<file path="config.mk">
export PLATFORM = sky130hd
export DESIGN_NAME = fetch_unit_flat
export DESIGN_NICKNAME = d
export VERILOG_FILES = /design/src/rtl/fetch_unit_pkg.sv /design/src/rtl/fetch_unit_if.sv /design/src/rtl/fetch_unit_ret_addr_stack.sv /design/src/rtl/fetch_unit.sv /design/src/flat_wrapper.sv
export SDC_FILE = /design/constraint.sdc
export NUM_CORES = 1
export LEC_CHECK = 0
export ABC_CLOCK_PERIOD_IN_PS = 3500
export CAP_MARGIN = 0
export CORE_ASPECT_RATIO = 1.4
export CORE_UTILIZATION = 42
export DETAILED_ROUTE_END_ITERATION = 7
export HOLD_SLACK_MARGIN = 0.12
export PLACE_DENSITY = 0.66
export REMOVE_ABC_BUFFERS = 1
export SYNTH_ARGS = -nofsm -noshare
export SYNTH_HDL_FRONTEND = slang
export SYNTH_SLANG_ARGS = --single-unit
export TNS_END_PERCENT = 1
</file>
<file path="constraint.sdc">
create_clock -name clk -period 3.5 [get_ports clk]
set_clock_uncertainty 0.05 [all_clocks]
set_input_delay 0.35 -clock clk [delete_from_list [all_inputs] [get_ports clk]]
set_output_delay 0.35 -clock clk [all_outputs]
set_load 0.02 [all_outputs]
</file>
<file path="src/rtl/fetch_unit_pkg.sv">
// Shared definitions for the fetch stage: instruction patterns and sequencer state.
package fetch_unit_pkg;

  localparam int unsigned OPCODE_W = 4;

  // {opcode, fcode} patterns decoded inside the fetch stage.
  localparam logic [4:0] cHALT = 5'b1111_1;
  localparam logic [4:0] cCALL = 5'b1110_0;
  localparam logic [4:0] cRET  = 5'b1101_0;

  localparam logic [8:0] kNOP_INST = 9'b0000_0_0000;

  typedef enum logic [1:0] {
    IDLE,
    RUN,
    DONE
  } fetch_state_t;

endpackage

</file>
<file path="src/rtl/fetch_unit_if.sv">
// Fetch-stage bus: instruction memory, decoder controls, datapath flags, start/done handshake.
interface fetch_unit_if #(
  parameter int unsigned PC_W   = 10,
  parameter int unsigned INST_W = 9
);
  logic              start;
  logic [PC_W-1:0]   imem_addr;
  logic [INST_W-1:0] imem_data;
  logic [3:0]        opcode;
  logic              fcode;
  logic [PC_W-1:0]   pc;
  logic              run;
  logic              CTRL_branch_rel_z;
  logic              CTRL_branch_rel_nz;
  logic              CTRL_branch_abs;
  logic              acc_zero;
  logic [5:0]        branch_off;
  logic [PC_W-1:0]   jump_target;
  logic              done;
  logic              fault;

  modport master (
    input  start, imem_data, CTRL_branch_rel_z, CTRL_branch_rel_nz, CTRL_branch_abs,
    input  acc_zero, branch_off, jump_target,
    output imem_addr, opcode, fcode, pc, run, done, fault
  );

  modport slave (
    output start, imem_data, CTRL_branch_rel_z, CTRL_branch_rel_nz, CTRL_branch_abs,
    output acc_zero, branch_off, jump_target,
    input  imem_addr, opcode, fcode, pc, run, done, fault
  );
endinterface

</file>
<file path="src/rtl/fetch_unit_ret_addr_stack.sv">
// Return-address stack; pointer counts 0..DEPTH, contents are not reset.
module ret_addr_stack #(
  parameter int unsigned DEPTH = 4,
  parameter int unsigned WIDTH = 10
) (
  input  logic             clk,
  input  logic             reset,
  input  logic             clear,
  input  logic             push,
  input  logic             pop,
  input  logic [WIDTH-1:0] push_data,
  output logic [WIDTH-1:0] top,
  output logic             full,
  output logic             empty
);
  localparam int unsigned AW = $clog2(DEPTH);

  logic [WIDTH-1:0] mem_q [DEPTH];
  logic [AW:0]      sp_q;
  logic [AW-1:0]    top_idx;

  assign full    = (sp_q == (AW+1)'(DEPTH));
  assign empty   = (sp_q == '0);
  assign top_idx = sp_q[AW-1:0] - 1'b1;
  assign top     = mem_q[top_idx];

  always_ff @(posedge clk) begin
    if (reset || clear) begin
      sp_q <= '0;
    end else if (push && !full) begin
      sp_q <= sp_q + 1'b1;
    end else if (pop && !empty) begin
      sp_q <= sp_q - 1'b1;
    end
  end

  always_ff @(posedge clk) begin
    if (push && !full && !reset && !clear) begin
      mem_q[sp_q[AW-1:0]] <= push_data;
    end
  end

endmodule

</file>
<file path="src/rtl/fetch_unit.sv">
// Fetch and sequencing stage: PC register, next-PC selection, call/return, start/done.
module fetch_unit
  import fetch_unit_pkg::*;
#(
  parameter int unsigned PC_W      = 10,
  parameter int unsigned INST_W    = 9,
  parameter int unsigned RAS_DEPTH = 4
) (
  input logic          clk,
  input logic          reset,
  fetch_unit_if.master bus
);
  fetch_state_t    state_q;
  logic [PC_W-1:0] pc_q, pc_d, pc_inc, rel_target, ras_top, off_ext;
  logic            fault_q;
  logic [4:0]      op_f;
  logic            is_run, is_halt, is_call, is_ret, launch;
  logic            ras_full, ras_empty, rel_taken;

  assign is_run  = (state_q == RUN);
  assign op_f    = {bus.imem_data[INST_W-1 -: OPCODE_W], bus.imem_data[INST_W-1-OPCODE_W]};
  assign is_halt = is_run && (op_f == cHALT);
  assign is_call = is_run && (op_f == cCALL);
  assign is_ret  = is_run && (op_f == cRET);
  assign launch  = !is_run && bus.start;

  assign pc_inc     = pc_q + 1'b1;
  assign off_ext    = {{(PC_W-6){bus.branch_off[5]}}, bus.branch_off};
  assign rel_target = pc_q + off_ext;
  assign rel_taken  = (bus.CTRL_branch_rel_z && bus.acc_zero) ||
                      (bus.CTRL_branch_rel_nz && !bus.acc_zero);

  ret_addr_stack #(
    .DEPTH(RAS_DEPTH),
    .WIDTH(PC_W)
  ) u_ras (
    .clk      (clk),
    .reset    (reset),
    .clear    (launch),
    .push     (is_call && !is_halt),
    .pop      (is_ret && !is_halt),
    .push_data(pc_inc),
    .top      (ras_top),
    .full     (ras_full),
    .empty    (ras_empty)
  );

  always_comb begin
    pc_d = pc_q;
    if (!is_run || is_halt) begin
      pc_d = pc_q;
    end else if (is_ret) begin
      pc_d = ras_empty ? pc_q : ras_top;
    end else if (is_call || bus.CTRL_branch_abs) begin
      pc_d = bus.jump_target;
    end else if (rel_taken) begin
      pc_d = rel_target;
    end else begin
      pc_d = pc_inc;
    end
  end

  always_ff @(posedge clk) begin
    if (reset) begin
      state_q <= IDLE;
      pc_q    <= '0;
      fault_q <= 1'b0;
    end else begin
      unique case (state_q)
        IDLE, DONE: begin
          if (bus.start) begin
            state_q <= RUN;
            pc_q    <= '0;
            fault_q <= 1'b0;
          end
        end
        RUN: begin
          pc_q <= pc_d;
          if (is_halt || (is_ret && ras_empty)) state_q <= DONE;
          if ((is_call && ras_full) || (is_ret && ras_empty)) fault_q <= 1'b1;
        end
        default: state_q <= IDLE;
      endcase
    end
  end

  assign bus.pc        = pc_q;
  assign bus.imem_addr = pc_q;
  assign bus.run       = is_run;
  assign bus.done      = (state_q == DONE);
  assign bus.fault     = fault_q;
  assign bus.opcode    = is_run ? op_f[4:1] : kNOP_INST[8:5];
  assign bus.fcode     = is_run ? op_f[0]   : kNOP_INST[4];

endmodule
</file>
<file path="src/flat_wrapper.sv">
// flat-port wrapper written by rule: the top's interface ports become plain ports
module fetch_unit_flat import fetch_unit_pkg::*;
#(
  parameter int unsigned PC_W      = 10,
  parameter int unsigned INST_W    = 9,
  parameter int unsigned RAS_DEPTH = 4
)
  (clk, reset, bus_start, bus_imem_data, bus_CTRL_branch_rel_z, bus_CTRL_branch_rel_nz, bus_CTRL_branch_abs, bus_acc_zero, bus_branch_off, bus_jump_target, bus_imem_addr, bus_opcode, bus_fcode, bus_pc, bus_run, bus_done, bus_fault);
  fetch_unit_if #(.PC_W(PC_W), .INST_W(INST_W)) bus_i ();
  input logic clk;
  input logic reset;
  input wire logic [$bits(bus_i.start)-1:0] bus_start;
  input wire logic [$bits(bus_i.imem_data)-1:0] bus_imem_data;
  input wire logic [$bits(bus_i.CTRL_branch_rel_z)-1:0] bus_CTRL_branch_rel_z;
  input wire logic [$bits(bus_i.CTRL_branch_rel_nz)-1:0] bus_CTRL_branch_rel_nz;
  input wire logic [$bits(bus_i.CTRL_branch_abs)-1:0] bus_CTRL_branch_abs;
  input wire logic [$bits(bus_i.acc_zero)-1:0] bus_acc_zero;
  input wire logic [$bits(bus_i.branch_off)-1:0] bus_branch_off;
  input wire logic [$bits(bus_i.jump_target)-1:0] bus_jump_target;
  output wire logic [$bits(bus_i.imem_addr)-1:0] bus_imem_addr;
  output wire logic [$bits(bus_i.opcode)-1:0] bus_opcode;
  output wire logic [$bits(bus_i.fcode)-1:0] bus_fcode;
  output wire logic [$bits(bus_i.pc)-1:0] bus_pc;
  output wire logic [$bits(bus_i.run)-1:0] bus_run;
  output wire logic [$bits(bus_i.done)-1:0] bus_done;
  output wire logic [$bits(bus_i.fault)-1:0] bus_fault;
  assign bus_i.start = bus_start;
  assign bus_i.imem_data = bus_imem_data;
  assign bus_i.CTRL_branch_rel_z = bus_CTRL_branch_rel_z;
  assign bus_i.CTRL_branch_rel_nz = bus_CTRL_branch_rel_nz;
  assign bus_i.CTRL_branch_abs = bus_CTRL_branch_abs;
  assign bus_i.acc_zero = bus_acc_zero;
  assign bus_i.branch_off = bus_branch_off;
  assign bus_i.jump_target = bus_jump_target;
  assign bus_imem_addr = bus_i.imem_addr;
  assign bus_opcode = bus_i.opcode;
  assign bus_fcode = bus_i.fcode;
  assign bus_pc = bus_i.pc;
  assign bus_run = bus_i.run;
  assign bus_done = bus_i.done;
  assign bus_fault = bus_i.fault;
  fetch_unit #(.PC_W(PC_W), .INST_W(INST_W), .RAS_DEPTH(RAS_DEPTH)) u_core (.clk(clk), .reset(reset), .bus(bus_i));
endmodule
</file>
# After elaboration in Yosys (flattened, before gate mapping)
# Memory sizes are Yosys's and may differ from the RTL's.
# Cells that the tools add are included.
dict set report classes {
  add_sub_neg 5
  eq_ne 11
  mux 19
  n_reduce_logical 35
}
# op n
set ops {}
lappend ops {{two-way mux 10 bit} 6}
lappend ops {{case mux 10 bit (2 select lines)} 1}
lappend ops {{equality test 5 bit, second input constant} 3}
lappend ops {{logical AND 1 bit} 14}
lappend ops {{adder 10 x 1 -> 10 bit, second input constant} 1}
lappend ops {{adder 10 bit} 1}
lappend ops {{!= test 2 bit, second input constant} 4}
lappend ops {{logical NOT 1 bit} 7}
lappend ops {{logical OR 1 bit} 6}
lappend ops {{two-way mux 3 bit} 2}
lappend ops {{two-way mux 1 bit} 5}
lappend ops {{two-way mux 2 bit} 2}
lappend ops {{two-way mux 4 bit} 1}
lappend ops {{case mux 2 bit (2 select lines)} 1}
lappend ops {{AND reduction 4 bit} 1}
lappend ops {{nonzero test 2 bit} 2}
lappend ops {{adder 3 x 1 -> 3 bit, second input constant} 1}
lappend ops {{equality test 3 bit, second input constant} 1}
lappend ops {{logical NOT 3 bit} 1}
lappend ops {{!= test 3 bit, second input constant} 1}
lappend ops {{AND reduction 3 bit} 1}
lappend ops {{subtractor 3 x 1 -> 3 bit, second input constant} 1}
lappend ops {{equality test 2 x 1 -> 1 bit, second input constant} 1}
lappend ops {{equality test 2 bit, second input constant} 1}
lappend ops {{other kinds (5)} 5}
dict set report word_totals {
  register_bits 16
  ram_bits 40
  inputBits 32
  memories 1
}
# memory depth word_bits rd rd_clocked_by_memory_dff wr line_no
set mem_list {}
lappend mem_list {u_core.u_ras.mem_q 4 10 1 0 1 fetch_unit_ret_addr_stack.sv:18} ;# logic [WIDTH-1:0] mem_q [DEPTH];

# Logic depth before layout (Yosys ltp)
dict set report depth {
  depth_word 9
  ltp_mapped 10
  ltp_nobuf 9
}

# Cells and area by module
# A second synthesis with hierarchy kept.
dict set report unflattened {
  hier_cells 310
  area_unflattened_um2 3408.3
}
# module n_inst cells_each area_each_um2
set by_module_without_submodules {}
lappend by_module_without_submodules {ret_addr_stack 1 92 1791.7}
lappend by_module_without_submodules {fetch_unit 1 218 1616.6}

# Worst setup path before layout
# Ideal clock, no wire load.
dict set report synth_timing {
  path_kind {flip-flop to flip-flop}
  start {register u_core.pc_q[0], in the netlist u_core.bus.imem_addr[0]}
  end {register u_core.pc_q[8], in the netlist u_core.bus.imem_addr[8]}
  setup_time_ns 0.086
  t_arrival_ns 2.600
  slack_ns 0.763
  stages_incl_launch_ff 10
  n_path_buf 0
  period_less_slack_ns 2.737
  path_cell_list {dfxtp_1 -> ha_1 -> inv_1 -> fa_1 -> nand2b_1 -> a21oi_1 -> o311a_1 -> mux2_4 -> a311o_1 -> a221oi_2}
}
dict set report synth_via {
  elab_chain_cells 6
  word_cells_on_any_way 7
}
# element line_no
set synth_lines {}
lappend synth_lines {{start: declaration} fetch_unit.sv:14} ;# logic [PC_W-1:0] pc_q, pc_d, pc_inc, rel_target, ras_top, off_ext;
lappend synth_lines {{start signal: assignment} fetch_unit.sv:78} ;# pc_q <= pc_d;
lappend synth_lines {{adder 10 x 1 -> 10 bit or adder 10 bit (tied branches)} {fetch_unit.sv:27, fetch_unit.sv:29}}
lappend synth_lines {{two-way mux 10 bit *} fetch_unit.sv:56} ;# end else if (rel_taken) begin
lappend synth_lines {{two-way mux 10 bit *} fetch_unit.sv:54} ;# end else if (is_call || bus.CTRL_branch_abs) begin
lappend synth_lines {{two-way mux 10 bit *} fetch_unit.sv:52} ;# end else if (is_ret) begin
lappend synth_lines {{two-way mux 10 bit *} fetch_unit.sv:50} ;# if (!is_run || is_halt) begin
lappend synth_lines {{case mux 10 bit (2 select lines) *} fetch_unit.sv:69} ;# unique case (state_q)
# Mark *: on every way between the ends. The rest lies on a longest branch, timed or not. The select of a mux whose other input is x is not followed.
# A chain may end at the register's enable or synchronous reset.

# Final worst setup path
dict set report layout_timing {
  start {input port bus_branch_off[0]}
  end {register u_core.pc_q[8], in the netlist u_core.bus.imem_addr[8]}
}
dict set report layout_via {
  elab_chain_cells 6
}
# element line_no
set layout_lines {}
lappend layout_lines {{start: declaration} flat_wrapper.sv:18} ;# input wire logic [$bits(bus_i.branch_off)-1:0] bus_branch_off;
lappend layout_lines {{adder 10 bit} fetch_unit.sv:29} ;# assign rel_target = pc_q + off_ext;
lappend layout_lines {{two-way mux 10 bit} fetch_unit.sv:56}
lappend layout_lines {{two-way mux 10 bit} fetch_unit.sv:54}
lappend layout_lines {{two-way mux 10 bit} fetch_unit.sv:52}
lappend layout_lines {{two-way mux 10 bit} fetch_unit.sv:50}
lappend layout_lines {{case mux 10 bit (2 select lines)} fetch_unit.sv:69}
# No other way between the ends. The select of a mux whose other input is x is not followed.

==> impl_metrics.py <==
metrics = {
    "status": {
        "outcome": "finished, final reports clean",
    },
    "clocking": {
        "ctsHoldBuffers": 0,
        "cts_tree": "built",
        "cts_made_buffers": 5,
        "post_cts_resized": 0,
        "htreeDepth": 2,
        "clk_pin_slew_ns": 0.10,
        "cts_sinks": 56,
        "cts_setup_buffers": 0,
        "cts_buffer_depth": 2,
        "insertion_delay_ns": 0.31,
        "cts-root-buf": "clkbuf_8",
    },
    "drt": {
        "drc": 0,
        "first_iter_violations": 143,
        "vias": 2511,
        "wl_um": 7590,
        "wl_per_cell_um": 17.0,
        "drt_pass1_iterations": 4,
        "drtAntennaViolNets": 0,
        "viasPerCell": 5.62,
    },
    "placed_design": {
        "placed_cell_area_sq_um": 3920,
        "port_buffers": 55,
        "place_worst_setup_slack_ns": 0.400,
        "dp_hpwl_um": 5750,
        "globalplace.congestion": 0.813,
    },
    "global_routing": {
        "grt_pass1_vias": 2455,
        "grt_max_degree": 21,
        "antenna_found_initial": 0,
        "grt_use_total_pct": 19.4,
        "grt_pass1_wl_um": 12300,
        "overflow": 0,
    },
    "die": {
        "row_count": 37,
        "die_w_um": 77.0,
        "design.core.area_sq_um": 7500,
        "initial_core_util_pct": 44.1,
        "die_y_um": 107,
        "pin_count": 60,
        "die_area_sq_um": 8250,
    },
    "cells_and_area": {
        "nets": 397,
        "final_common_cell": "clkdlybuf4s50_1",
        "n_antenna_cell": 0,
        "fillers": 689,
        "area_delta_synth_final_pct": 21.4,
        "drive_gt1_share_pct": 11.7,
        "stdcell_area_sq_um": 4020,
        "utilization_pct": 53.6,
        "final_cell_mix": "55 x clkdlybuf4s50_1, 40 x edfxtp_1, 27 x nor2_1, 20 x nand2_1, 16 x dfxtp_1",
    },
    "critical_path": {
        "cp.required_ns": 3.68,
        "arrival_ns": 2.95,
        "crit_fanout": 4,
        "critical_path_class": "primary input to flop",
        "start_kind": "primary input",
        "cp-end-kind": "flop",
    },
    "sta": {
        "hold_viol": 0,
        "maxSlewHeadroom_pct": 62.8,
        "finalCritPeriodShare_pct": 79.2,
        "rsz0062_at_grt": "no",
        "tightest_slew_ns": 0.557,
        "setup_viol": 0,
        "fin_ws_ns": 0.728,
        "finalSetupTns_ns": 0,
        "final_max_slew_viol_count": 0,
        "max_clock_freq_mhz": 361,
        "period_needed_ns": 2.77,
    },
    "power_and_ir_drop": {
        "cellPowerDensity_nw_per_um2": 354,
        "vdd.ir_drop.worst_mv": 0.203,
        "p_leak_nw": 1.42,
        "totalPowerFinal_w": 0.00142,
    },
    "job": {
        "max-cap-violations": 0,
    },
    "hold_path": {
        "hold_path_class": "flop to flop",
    },
    "synth": {
        "synthArstFlopShare_pct": 0,
        "yosysUniqueCellTypes": 61,
        "syn_avg_cell_area_sq_um": 11.1,
        "synth-seq-cells": 56,
        "ys_warn_count": 0,
        "ys_seq_area_share_pct": 46.0,
        "synth_top_area_share_pct": 36.3,
        "synth_edf_count": 40,
        "synth_cells": 299,
        "syn-cell-area_sq_um": 3310,
        "ys.flop_type": "edfxtp_1",
        "synth_top_area_cell": "edfxtp_1",
        "synthTopCellsByArea": "edfxtp_1 36%, dfxtp_1 9.7%, mux4_2 6.8%, ha_1 5.3%, nor2_1 3.1%",
    },
}
==> final timing paths <==
kind                            depth (start not counted)  slack, ns                       to                     from
worst max-delay path                                   10       0.73  u_core.bus.imem_addr[8]        bus_branch_off[0]
worst min-delay path                                    2       0.44         u_core.bus.fault         u_core.bus.fault
worst max register to register                          9       0.85  u_core.bus.imem_addr[8]  u_core.bus.imem_addr[0]
worst min register to register                          2       0.44         u_core.bus.fault         u_core.bus.fault
==> metal layers <==
metal	wire, um	track usage (%)	vias to the layer above
li1	-	-	1219
met1	3170	22.7	1225
met2	4030	36.1	54
met3	245	3.06	13
met4	138	6.06	0
met5	0	0	-
==> stage by stage <==
stage                     hold slack (ns)  std cells
after floorplan                     0.366        279
after global placement              0.425        439
after detailed placement            0.423        439
after CTS                           0.439        447
after global routing                0.472        447
final                               0.437        447
==> flip-flops by register name, summed over array words and instances (netlist names) <==
signal and flops:
u_core.bus.fault 1, u_core.bus.imem_addr 10, u_core.state_q 2, u_core.u_ras.mem_q 40, u_core.u_ras.sp_q 3
==> logic make-up (layout without fill, tap and decap cells) <==
kind of cell | Yosys count | count (layout) | share of synthesized area [%]
compound gates | 74 | 74 | 16.2
xor+xnor | 12 | 12 | 3.17
flops | 56 | 56 | 46.0
mux | 16 | 16 | 8.81
simple gates | 94 | 94 | 14.3
fa+ha+maj | 16 | 16 | 6.50
buf+inv | 31 | 82 | 5.10
==> synthesized netlist by cell type, types with 5 or more instances <==
| master | n |
|---|---|
| nor2b_1 | 5 |
| inv_1 | 10 |
| a211oi_1 | 7 |
| edfxtp_1 | 40 |
| nor2_1 | 27 |
| nand2_1 | 20 |
| mux4_2 | 10 |
| nor3_1 | 5 |
| xnor2_1 | 8 |
| ha_1 | 14 |
| nand3_1 | 7 |
| a21oi_1 | 15 |
| dfxtp_1 | 16 |
| and2_1 | 10 |
| buf_2 | 6 |
| o21ai_0 | 15 |
| buf_4 | 10 |
==> layout make-up <==
| class | instances | area (sq um) | share of cell area, % |
|---|---|---|---|
| multi-input cells | 212 | 1630 | 40.5 |
| flip-flops and latches | 56 | 1520 | 37.9 |
| repair buffers | 63 | 611 | 15.2 |
| well taps | 97 | 121 | 3.02 |
| clock buffers | 5 | 68.8 | 1.71 |
| inverters | 11 | 41.3 | 1.03 |
| clock inverters | 3 | 28.8 | 0.716 |
==> worst max-delay path: stages <==
cell and delay, ns:
clkdlybuf4s50_1 0.46, ha_1 0.16, inv_1 0.05, fa_1 0.39
nand2b_1 0.18, a21oi_1 0.27, o311a_1 0.22, mux2_4 0.30
a311o_1 0.36, a221oi_2 0.21
==> power by group <==
part           switching, W  internal (W)  total [W]
Clock              0.000231      0.000152   0.000383
Sequential        0.0000156      0.000722   0.000737
Combinational      0.000164      0.000140   0.000304
Note: power is estimated with default switching activity, not from simulation.
